==> src/rtl/matrix_pkg.sv <==
// Shared definitions for the LED-matrix frame scheduler.
//   state_t    : scheduler FSM states (IDLE, GAP, RUN)
//   GS_DEFAULT : default grid size (8x8 matrix)
//   FRAME_W    : flat frame width for the default grid size
//   row_lsb()  : LSB position of row r inside a flat frame
package matrix_pkg;

  localparam int GS_DEFAULT = 8;
  localparam int FRAME_W    = GS_DEFAULT * GS_DEFAULT;

  typedef enum logic [1:0] {
    IDLE = 2'd0,
    GAP  = 2'd1,
    RUN  = 2'd2
  } state_t;

  // Row r occupies bits [r*gs +: gs] of a flat frame.
  function automatic int row_lsb(input int row, input int gs);
    return row * gs;
  endfunction

endpackage

==> src/rtl/matrix_back_buffer.sv <==
// GS x GS back buffer, written one full row at a time.
//   clk_i, rst_i    : clock, synchronous active-high reset
//   wr_en_i         : write one row this cycle
//   wr_row_i        : row index; rows >= GS are ignored
//   wr_data_i       : replacement pixels for that row
//   frame_o         : registered back-buffer contents
//   frame_merged_o  : frame_o with this cycle's write already applied
module matrix_back_buffer
  import matrix_pkg::*;
#(
  parameter int GS = GS_DEFAULT
) (
  input  logic                  clk_i,
  input  logic                  rst_i,
  input  logic                  wr_en_i,
  input  logic [$clog2(GS)-1:0] wr_row_i,
  input  logic [GS-1:0]         wr_data_i,
  output logic [GS*GS-1:0]      frame_o,
  output logic [GS*GS-1:0]      frame_merged_o
);

  logic [GS*GS-1:0] frame_q;

  // NOTE: every always_comb output gets a default first so no path leaves it unassigned (no latch).
  always_comb begin
    frame_merged_o = frame_q;
    if (wr_en_i && (int'(wr_row_i) < GS)) begin
      frame_merged_o[row_lsb(int'(wr_row_i), GS) +: GS] = wr_data_i;
    end
  end

  // NOTE: this register file is reset because the displayed frame must start blank; storage that
  // is always written before being read would not need it.
  always_ff @(posedge clk_i) begin
    // NOTE: sequential state uses non-blocking assignments so every flop samples pre-edge values.
    if (rst_i) begin
      frame_q <= '0;
    end else begin
      frame_q <= frame_merged_o;
    end
  end

  assign frame_o = frame_q;

endmodule

==> src/rtl/matrix_frame_sched.sv <==
// Frame scheduler and double buffer for the LED matrix scanner.
// Runs the display enable/done handshake and swaps the back buffer into the
// displayed frame only in the one-cycle GAP between scans.
//   clk_i, rst_i   : clock, synchronous active-high reset
//   enable_i       : scanning runs while high
//   wr_en_i/wr_row_i/wr_data_i : back-buffer row write
//   commit_i       : request a back-to-front swap
//   commit_ack_o   : one-cycle pulse when matrix_o takes a new frame
//   d_disp_i       : scan done from the display
//   e_disp_o       : scan enable to the display
//   matrix_o       : displayed frame
//   busy_o         : FSM not in IDLE
//   frame_cnt_o    : completed swaps, wraps at 256
//   err_o          : sticky scan-timeout flag
module matrix_frame_sched
  import matrix_pkg::*;
#(
  parameter int GS  = GS_DEFAULT,
  parameter int TMO = 4096
) (
  input  logic                  clk_i,
  input  logic                  rst_i,
  input  logic                  enable_i,
  input  logic                  wr_en_i,
  input  logic [$clog2(GS)-1:0] wr_row_i,
  input  logic [GS-1:0]         wr_data_i,
  input  logic                  commit_i,
  output logic                  commit_ack_o,
  input  logic                  d_disp_i,
  output logic                  e_disp_o,
  output logic [GS*GS-1:0]      matrix_o,
  output logic                  busy_o,
  output logic [7:0]            frame_cnt_o,
  output logic                  err_o
);

  localparam int             CW       = $clog2(TMO);
  localparam logic [CW-1:0]  TMO_LAST = CW'(TMO - 1);

  state_t           state_q, state_nx;
  logic             en_q, done_q;
  logic             pending_q;
  logic             timeout;
  logic             swap;
  logic [CW-1:0]    tmo_cnt_q;
  logic [GS*GS-1:0] back_frame, merged_frame, swap_frame;

  matrix_back_buffer #(.GS(GS)) u_back (
    .clk_i          (clk_i),
    .rst_i          (rst_i),
    .wr_en_i        (wr_en_i),
    .wr_row_i       (wr_row_i),
    .wr_data_i      (wr_data_i),
    .frame_o        (back_frame),
    .frame_merged_o (merged_frame)
  );

  // A row landing in the GAP cycle is part of the swapped frame.
  assign swap_frame = wr_en_i ? merged_frame : back_frame;
  assign swap       = (state_q == GAP) && (pending_q || commit_i);

  // enable_i and d_disp_i are registered before the FSM acts on them, which
  // places GAP one cycle after the sampling edge and keeps e_disp_o glitch-free.
  always_comb begin
    state_nx = state_q;
    timeout  = 1'b0;
    case (state_q)
      IDLE: if (en_q) state_nx = GAP;
      GAP:  state_nx = en_q ? RUN : IDLE;
      RUN: begin
        // Dropping enable does not abort a scan; exit happens via GAP.
        if (done_q) begin
          state_nx = GAP;
        end else if (tmo_cnt_q == TMO_LAST) begin
          state_nx = GAP;
          timeout  = 1'b1;
        end
      end
      default: state_nx = IDLE;
    endcase
  end

  always_ff @(posedge clk_i) begin
    if (rst_i) state_q <= IDLE;
    else       state_q <= state_nx;
  end

  always_ff @(posedge clk_i) begin
    if (rst_i) begin
      en_q         <= 1'b0;
      done_q       <= 1'b0;
      e_disp_o     <= 1'b0;
      busy_o       <= 1'b0;
      tmo_cnt_q    <= '0;
      err_o        <= 1'b0;
      commit_ack_o <= 1'b0;
      matrix_o     <= '0;
      frame_cnt_o  <= '0;
      pending_q    <= 1'b0;
    end else begin
      en_q         <= enable_i;
      done_q       <= d_disp_i;
      e_disp_o     <= (state_nx == RUN);
      busy_o       <= (state_nx != IDLE);
      tmo_cnt_q    <= (state_q == RUN && state_nx == RUN) ? tmo_cnt_q + 1'b1 : '0;
      err_o        <= err_o | timeout;
      commit_ack_o <= swap;
      if (swap) begin
        matrix_o    <= swap_frame;
        frame_cnt_o <= frame_cnt_o + 8'd1;
      end
      // A commit arriving in the swap cycle is absorbed by that swap.
      pending_q <= swap ? 1'b0 : (pending_q | commit_i);
    end
  end

endmodule

==> config.mk <==
export PLATFORM = sky130hd
export DESIGN_NAME = matrix_frame_sched
export DESIGN_NICKNAME = d
export VERILOG_FILES = /design/src/rtl/matrix_pkg.sv /design/src/rtl/matrix_back_buffer.sv /design/src/rtl/matrix_frame_sched.sv
export SDC_FILE = /design/constraint.sdc
export NUM_CORES = 1
export LEC_CHECK = 0
export BUFFER_PORTS_ARGS = -buffer_cell sky130_fd_sc_hd__buf_2
export CORE_AREA = 2 2 146 112
export DETAILED_ROUTE_END_ITERATION = 12
export DIE_AREA = 0 0 148 114
export PLACE_DENSITY = 0.81
export SLEW_MARGIN = 20
export SYNTH_ARGS = -nofsm -noshare
export SYNTH_HDL_FRONTEND = slang
export SYNTH_HIERARCHICAL = 1
export SYNTH_SLANG_ARGS = --single-unit
==> constraint.sdc <==
create_clock -name clk_i -period 3.95 [get_ports clk_i]
set_clock_uncertainty 0.2 [all_clocks]
set_input_delay 0.9875 -clock clk_i [delete_from_list [all_inputs] [get_ports clk_i]]
set_output_delay 0.9875 -clock clk_i [all_outputs]
set_load 0.005 [all_outputs]
==> results of run 1 <==
==> layout by cell type, fill, tap and decap left out, types with 6 or more instances in the layout <==
cell type / count
mux2_2: 55
nand3b_1: 7
xor2_1: 7
buf_2: 90
nor2_1: 82
nand4b_1: 6
mux2i_1: 123
clkbuf_16: 17
and3b_1: 10
a211oi_1: 64
and2_1: 8
dfxtp_1: 157
inv_1: 6
nor2_2: 6
a21oi_1: 9
nand2b_1: 77
nand3_1: 6
buf_4: 14
xnor2_1: 8
o21ai_0: 13
nand2_1: 15
==> where the power goes <==
group	total [mW]	internal (mW)	leakage [nW]	switching, mW
clock	1.65	0.994	0.286	0.660
sequential	1.65	1.63	1.27	0.0245
combinational	0.318	0.135	2.18	0.183
==> worst max-delay path by stage <==
stage,endpoint,cells past startpoint,slack [ps],start
CTS,matrix_o[30],9,770,wr_row_i[0]
floorplan,matrix_o[17],11,680,wr_row_i[0]
global route,matrix_o[0],9,530,wr_row_i[0]
global placement,matrix_o[54],9,440,wr_row_i[0]
detailed placement,matrix_o[5],9,380,wr_row_i[0]
finish,matrix_o[54],9,680,wr_row_i[0]
==> sequential cells by signal, indices dropped and copies added, names as in the netlist <==
name	flops
matrix_o	64
u_back/frame_o	64
tmo_cnt_q	12
frame_cnt_o	8
state_q	2
busy_o	1
commit_ack_o	1
done_q	1
e_disp_o	1
en_q	1
err_o	1
pending_q	1
==> worst register-to-register path, cell delays in order, from the launching register on <==
cell and delay (ps):
dfxtp_1 340, nand2b_1 340, nor2_4 650, buf_12 410, nor2_1 130, a211oi_1 270
==> logic make-up after synthesis <==
family          count (synthesis)  synth area share
compound gates                 90            0.0818
xor+xnor                       15            0.0173
fa+ha+maj                       5           0.00822
buf+inv                        66            0.0445
flops                         157             0.413
mux                           180             0.247
simple gates                  254             0.188
==> final cells by class <==
cell class	count	area [sq um]
Sequential cell	157	3140
Multi-Input combinational cell	544	4140
Timing Repair Buffer	105	576
Inverter	6	22.5
Clock buffer	18	429
Fill cell	1390	6870
Clock inverter	14	168
Tap cell	210	263
==> layer usage <==
layer	vias to the layer above	track usage	wire length [um]
met1	2658	0.291	8440
met5	-	0	0
li1	2850	-	-
met4	0	0.0527	155
met2	120	0.315	7570
met3	10	0.0524	769
==> results_dict.tcl, run 1 <==
set metrics [dict create \
    setup_violations 0 \
    post-route-drc-count 0 \
    yosys-top-cells-count "dfxtp_1, mux2i_1, nor2_1" \
    synth_top_area_cell "dfxtp_1" \
    fin_total_pwr_mw 3.62 \
    place_ws_ps 379 \
    via_count 5638 \
    cp.arrival_ps 3350 \
    hold_depth 1 \
    yosysSeqAreaShare 0.413 \
    cts_resized 0 \
    cp.required_ps 4040 \
    drive_gt1_frac 0.243 \
    postLayoutCoreUtil 0.560 \
    placed_area_sq_mm 0.00814 \
    period_share 0.827 \
    worstPathCellList "buf_2 > inv_1 > ha_1 > ha_1 > o21ba_2 > nand4b_4 > mux2_2 > mux2i_1 > a211oi_1" \
    post-synth-top-count-cell "dfxtp_1" \
    path_class "primary input to flop" \
    grt_pass1_wl_um 27500 \
    final-hold-violation-count 0 \
    reg2reg_to "matrix_o[29]" \
    num_io_pins 93 \
    slew_headroom 0.518 \
    ys_ff_latch 157 \
    hpwl_um 11400 \
    r2r_cells 5 \
    final_area_sq_mm 0.00874 \
    grt_max_degree 102 \
    cts_tree "built" \
    fin_nets 853 \
    synthFlopType "dfxtp_1" \
    ant_nets 0 \
    yosys-top-cells-area "dfxtp_1, mux2i_1, mux2_2" \
    finalSetupTns_ps 0 \
    clock_sinks 157 \
    r2r_setup_slack_ps 1520 \
    die_w_um 148 \
    max_cap_viol_count 0 \
    r2r-start "state_q[1]" \
    path_buf_inv 2 \
    worst_setup_path_start_kind "primary input" \
    first_global_vias 5260 \
    syn_nets 789 \
    wirelength_um 16900 \
    final_cells 1054 \
    synth_warnings 6 \
    grt_util_all_layers 0.206 \
    power_per_cell_area_mw_per_mm2 415 \
    clock_latency_ps 420 \
    worst-path-max-fanout 16 \
    cts.htree.levels 4 \
    worstSetupEndpointType "flop" \
    gp_congestion 0.806 \
    critPathTopFamily "multiplexers" \
    tightestPinTransition_ps 722 \
    synthesis.instances 767 \
    hold_class "flop to flop" \
    yosysTopAreaCellShare 0.413 \
    slew_viol_final 0 \
    power.leakage_nw 3.74 \
    cts_made_buffers 17 \
    drt_iter0_markers 331 \
    dp.cells 1022 \
    post_cts_buffers 0 \
    dieArea_sq_mm 0.0169 \
    floorplan.initialDensity 0.488 \
    cp_slowest_cell "o21ba_2" \
    synth_area_sq_mm 0.00761 \
    coreArea_sq_mm 0.0156 \
    hold_buffers 0 \
    status "finished, final reports clean" \
    num_rows 40 \
    antenna_found_initial 0 \
    avgRoutedWirePerCell_um 16.1 \
    holdPathEnd "tmo_cnt_q[0]" \
    cp_common_cell "ha_1" \
    avgSynthCellArea_sq_um 9.93 \
    ir_drop_uv 291 \
    synth_cell_types 46 \
    rsz0062_at_grt "no" \
    synth-async-reset-ratio 0 \
    vias_per_cell 5.35 \
    setup_ws_ps 685 \
    hold_start "tmo_cnt_q[0]" \
    die_h_um 114 \
    clk_pin_slew_worst_paths_ps 60 \
    grt-ovfl-total 0 \
    fin_hold_ws_ps 255 \
    synth_edf_count 0 \
    area_delta_synth_final_pct 14.8 \
    dr.pass1.iters 4 \
    fmax_mhz 306 \
    antenna_cells_inserted 0 \
    place.port_buffers 92 \
    cpPeakStageDelay_ps 390 \
    clock_path_buffers 2 \
    fin_crit_ps 3270 \
    cts-root-buf "clkbuf_16" \
]
Power figures use the tool's default switching activity.
==> run 2, diff against run 1 <==
Settings changed: PLACE_DENSITY 0.81 to 0.83.
Clock period 3.95 ns to 3 ns, I/O delays scaled along.
==> results_dict.tcl, run 2 (same netlist as run 1, synthesis figures left out) <==
set metrics [dict create \
    post-route-drc-count 0 \
    antenna_found_initial 0 \
    seqPwrFrac 0.457 \
    cts_resized 0 \
    hold_class "flop to flop" \
    slew_viol_final 0 \
    die_h_um 114 \
    status "finished, final reports clean" \
    cp_slowest_cell "mux2_2" \
    r2r-start "state_q[1]" \
    cts.htree.levels 4 \
    dieArea_sq_mm 0.0169 \
    cp.arrival_ps 2670 \
    reg2reg_to "matrix_o[10]" \
    die_w_um 148 \
    worst_setup_path_start_kind "primary input" \
    drt_iter0_markers 397 \
    area_delta_synth_final_pct 17.7 \
    antenna_cells_inserted 0 \
    cp.required_ps 3090 \
    cts-root-buf "clkbuf_16" \
    hpwl_um 11700 \
    fin_nets 874 \
    r2r_cells 5 \
    worstSetupEndpointType "flop" \
    cp_common_cell "ha_1" \
    post_cts_buffers 0 \
    cts_made_buffers 17 \
    hold_start "err_o" \
    clk_pin_slew_worst_paths_ps 60 \
    grt_util_all_layers 0.210 \
    clock_path_buffers 2 \
    setup_violations 0 \
    fin_crit_ps 2570 \
    hold_buffers 0 \
    cts_tree "built" \
    fmax_mhz 389 \
    clock_sinks 157 \
    fin_total_pwr_mw 4.76 \
    vias_per_cell 5.37 \
    switching_share 0.248 \
    layout_common_cells "dfxtp_1, mux2i_1, buf_2, nor2_1, nand2b_1" \
    top_layer "met4" \
    grt-ovfl-total 0 \
    finalSetupTns_ps 0 \
    max_cap_viol_count 0 \
    wl_met1_um 8230 \
    ir_drop_uv 444 \
    wl_met2_um 7990 \
    worstPathCellList "buf_2 > inv_1 > ha_1 > ha_1 > nor2_1 > nand2_2 > mux2_2 > mux2i_1 > a211oi_1" \
    holdPathEnd "err_o" \
    power_frac_comb 0.093 \
    num_io_pins 93 \
    avgRoutedWirePerCell_um 16.1 \
    first_global_vias 5443 \
    via_count 5773 \
    floorplan.initialDensity 0.488 \
    tightestPinTransition_ps 1030 \
    power_per_cell_area_mw_per_mm2 531 \
    met3_length_um 992 \
    wirelength_um 17300 \
    power.leakage_nw 3.86 \
    path_buf_inv 2 \
    hold_depth 2 \
    grt_max_degree 87 \
    ant_nets 0 \
    path_class "primary input to flop" \
    p_switching_mw 1.18 \
    gp_congestion 0.859 \
    coreArea_sq_mm 0.0156 \
    cell_internal_pwr_mw 3.58 \
    num_rows 40 \
    mostFrequentLayoutCell "dfxtp_1" \
    critPathTopFamily "simple AND/OR/NAND/NOR gates" \
    clock_latency_ps 420 \
    clkPwrFrac 0.450 \
    worst-path-max-fanout 15 \
    period_share 0.857 \
    r2r_setup_slack_ps 640 \
    drive_gt1_frac 0.261 \
    slew_headroom 0.313 \
    cpPeakStageDelay_ps 380 \
    rsz0062_at_grt "no" \
    final-hold-violation-count 0 \
    dr.pass1.iters 5 \
    place.port_buffers 92 \
    grt_pass1_wl_um 28000 \
]
[run 2: cell type report]
type	count	area (sq um)
clock inverter	14	159
multi-input combinational	544	4140
inverter	6	22.5
fill	1345	6650
clock buffer	18	429
sequential	157	3140
timing repair buffer	126	808
tap	210	263
[run 2: layer usage]
| layer | vias up | global-route usage |
|---|---|---|
| li1 | 2889 | - |
| met1 | 2729 | 0.284 |
| met2 | 144 | 0.332 |
| met3 | 11 | 0.0608 |
| met4 | 0 | 0.0546 |
| met5 | - | 0 |
[run 2: per-stage QoR]
step / hold slack (ps) / std cells / area, sq um / worst slack, ps / utilization
floorplan: 223 / 767 / 7620 / 39.6 / -
global placement: 235 / 1043 / 8380 / 89.1 / 0.536
detailed placement: 253 / 1043 / 8380 / 16.3 / 0.536
CTS: 262 / 1075 / 8960 / 460 / 0.574
global route: 286 / 1075 / 8960 / 254 / 0.574
finish: 260 / 1075 / 8960 / 428 / 0.574
[run 2: power groups by stage]
stage	Combinational [mW]	Clock, mW	Sequential, mW
floorplan	0.285	0	2.22
global placement	0.433	0	2.22
finish	0.444	2.14	2.17
detailed placement	0.440	0	2.22
CTS	0.443	2.17	2.17
global route	0.482	2.28	2.18
[run 2: worst max path at each step]
stage                              end  cells past startpoint         from
after floorplan           matrix_o[17]                     11  wr_row_i[0]
after global placement    matrix_o[60]                      9  wr_row_i[0]
after detailed placement  matrix_o[19]                     10  wr_row_i[0]
after CTS                 matrix_o[19]                     10  wr_row_i[0]
after global routing      matrix_o[63]                      9  wr_row_i[0]
final                     matrix_o[59]                      9  wr_row_i[0]
[run 2: worst reg2reg max path, stage by stage (launching register included)]
cell	delay, ps
dfxtp_1	340
nand2b_1	210
nor2_4	790
buf_12	400
nor2_1	110
a211oi_1	230
==> run 3, diff against run 2 <==
Settings changed: PLACE_DENSITY 0.83 to 0.81.
Clock period 3 ns to 2.5 ns, I/O delays scaled along.
==> results_dict.tcl, run 3 (same netlist as run 1, synthesis figures left out) <==
set metrics [dict create \
    cp.required_ps 2630 \
    cpPeakStageDelay_ps 330 \
    grt_pass1_wl_um 29000 \
    worst_setup_path_start_kind "primary input" \
    hold_start "d_disp_i" \
    status "finished, final reports clean" \
    hold_class "primary input to flop" \
    gp_congestion 0.822 \
    critPathTopFamily "buffers and inverters" \
    cts.htree.levels 4 \
    grt_util_all_layers 0.218 \
    die_w_um 148 \
    cts_resized 0 \
    postLayoutCoreUtil 0.592 \
    reg2reg_to "e_disp_o" \
    vias_per_cell 5.31 \
    antenna_cells_inserted 0 \
    period_share 0.924 \
    clock_path_buffers 2 \
    worstPathCellList "buf_2 > inv_1 > ha_4 > ha_4 > and3b_1 > buf_4 > nand3b_2 > buf_12 > mux2_2 > mux2i_1 > a211oi_1" \
    die_h_um 114 \
    grt_max_degree 82 \
    path_class "primary input to flop" \
    slew_headroom 0.600 \
    placed_area_sq_mm 0.00861 \
    fin_total_pwr_mw 6.03 \
    coreArea_sq_mm 0.0156 \
    avgRoutedWirePerCell_um 16.3 \
    tightestPinTransition_ps 600 \
    drive_gt1_frac 0.280 \
    wl_met1_um 8810 \
    num_io_pins 93 \
    worst-path-max-fanout 12 \
    mostFrequentLayoutCell "dfxtp_1" \
    post_cts_buffers 0 \
    setup_violations 0 \
    fin_nets 894 \
    wirelength_um 17800 \
    via_count 5811 \
    clk_pin_slew_worst_paths_ps 60 \
    first_global_vias 5610 \
    slew_viol_final 0 \
    wl_met2_um 7840 \
    power_per_cell_area_mw_per_mm2 652 \
    num_rows 40 \
    ir_drop_uv 522 \
    final-hold-violation-count 0 \
    holdPathEnd "done_q" \
    cp_common_cell "ha_4" \
    dieArea_sq_mm 0.0169 \
    cp_slowest_cell "and3b_1" \
    rsz0062_at_grt "no" \
    hold_depth 2 \
    post-route-drc-count 0 \
    floorplan.initialDensity 0.488 \
    fmax_mhz 433 \
    area_delta_synth_final_pct 21.4 \
    r2r_cells 5 \
    dr.pass1.iters 4 \
    power.leakage_nw 3.99 \
    cts-root-buf "clkbuf_16" \
    drt_iter0_markers 354 \
    fin_crit_ps 2310 \
    layout_common_cells "dfxtp_1, mux2i_1, buf_2, nor2_1, nand2b_1" \
    ant_nets 0 \
    place.port_buffers 92 \
    antenna_found_initial 0 \
    top_layer "met4" \
    max_cap_viol_count 0 \
    clock_latency_ps 430 \
    hold_buffers 0 \
    clock_sinks 157 \
    worstSetupEndpointType "flop" \
    r2r-start "tmo_cnt_q[0]" \
    cp.arrival_ps 2440 \
    cts_tree "built" \
    path_buf_inv 4 \
    met3_length_um 863 \
    grt-ovfl-total 0 \
    r2r_setup_slack_ps 530 \
    cts_made_buffers 17 \
    final_area_sq_mm 0.00925 \
    hpwl_um 12200 \
]
[run 3: cell count changes in the layout (fill, tap and decap cells not counted), sizes merged]
cell,previous run,this run
buf,126,146
bufinv,2,5
clkbuf,18,21
clkinv,6,2
clkinvlp,2,4
inv,10,6
[run 3: cell type report]
type | instances | area (sq um)
multi-input cells | 544 | 4180
clock buffers | 21 | 450
flip-flops and latches | 157 | 3140
clock inverters | 11 | 190
well taps | 210 | 263
fillers | 1370 | 6370
repair buffers | 146 | 996
inverters | 6 | 25.0
[run 3: metal layers]
layer / up-vias / track usage
li1: 2927 / -
met1: 2744 / 0.297
met2: 113 / 0.332
met3: 27 / 0.0604
met4: 0 / 0.0806
met5: - / 0
[run 3: where the power goes]
group / switching, mW / internal, mW / leakage (nW)
Combinational: 0.308 / 0.270 / 2.42
Clock: 1.04 / 1.79 / 0.299
Sequential: 0.0434 / 2.57 / 1.27
Total: 1.39 / 4.63 / 3.99
[run 3: worst max path at each step]
stage                      from            to  slack [ps]  depth (start not counted)
floorplan           wr_row_i[0]  matrix_o[46]        -150                         12
global placement    wr_row_i[1]  matrix_o[28]        -210                         11
detailed placement  wr_row_i[1]  matrix_o[28]        -230                         11
CTS                 wr_row_i[1]  matrix_o[24]         220                         11
global route        wr_row_i[1]  matrix_o[33]         120                         10
finish              wr_row_i[1]  matrix_o[24]         190                         11
[run 3: per-stage QoR]
step | TNS, ps | setup slack (ps) | hold slack [ps] | cells
final | 0 | 190 | 198 | 1095
after detailed placement | -7090 | -235 | 246 | 1063
after global placement | -5410 | -206 | 233 | 1063
after CTS | 0 | 216 | 189 | 1095
after floorplan | -2180 | -150 | 223 | 767
after global routing | 0 | 122 | 199 | 1095
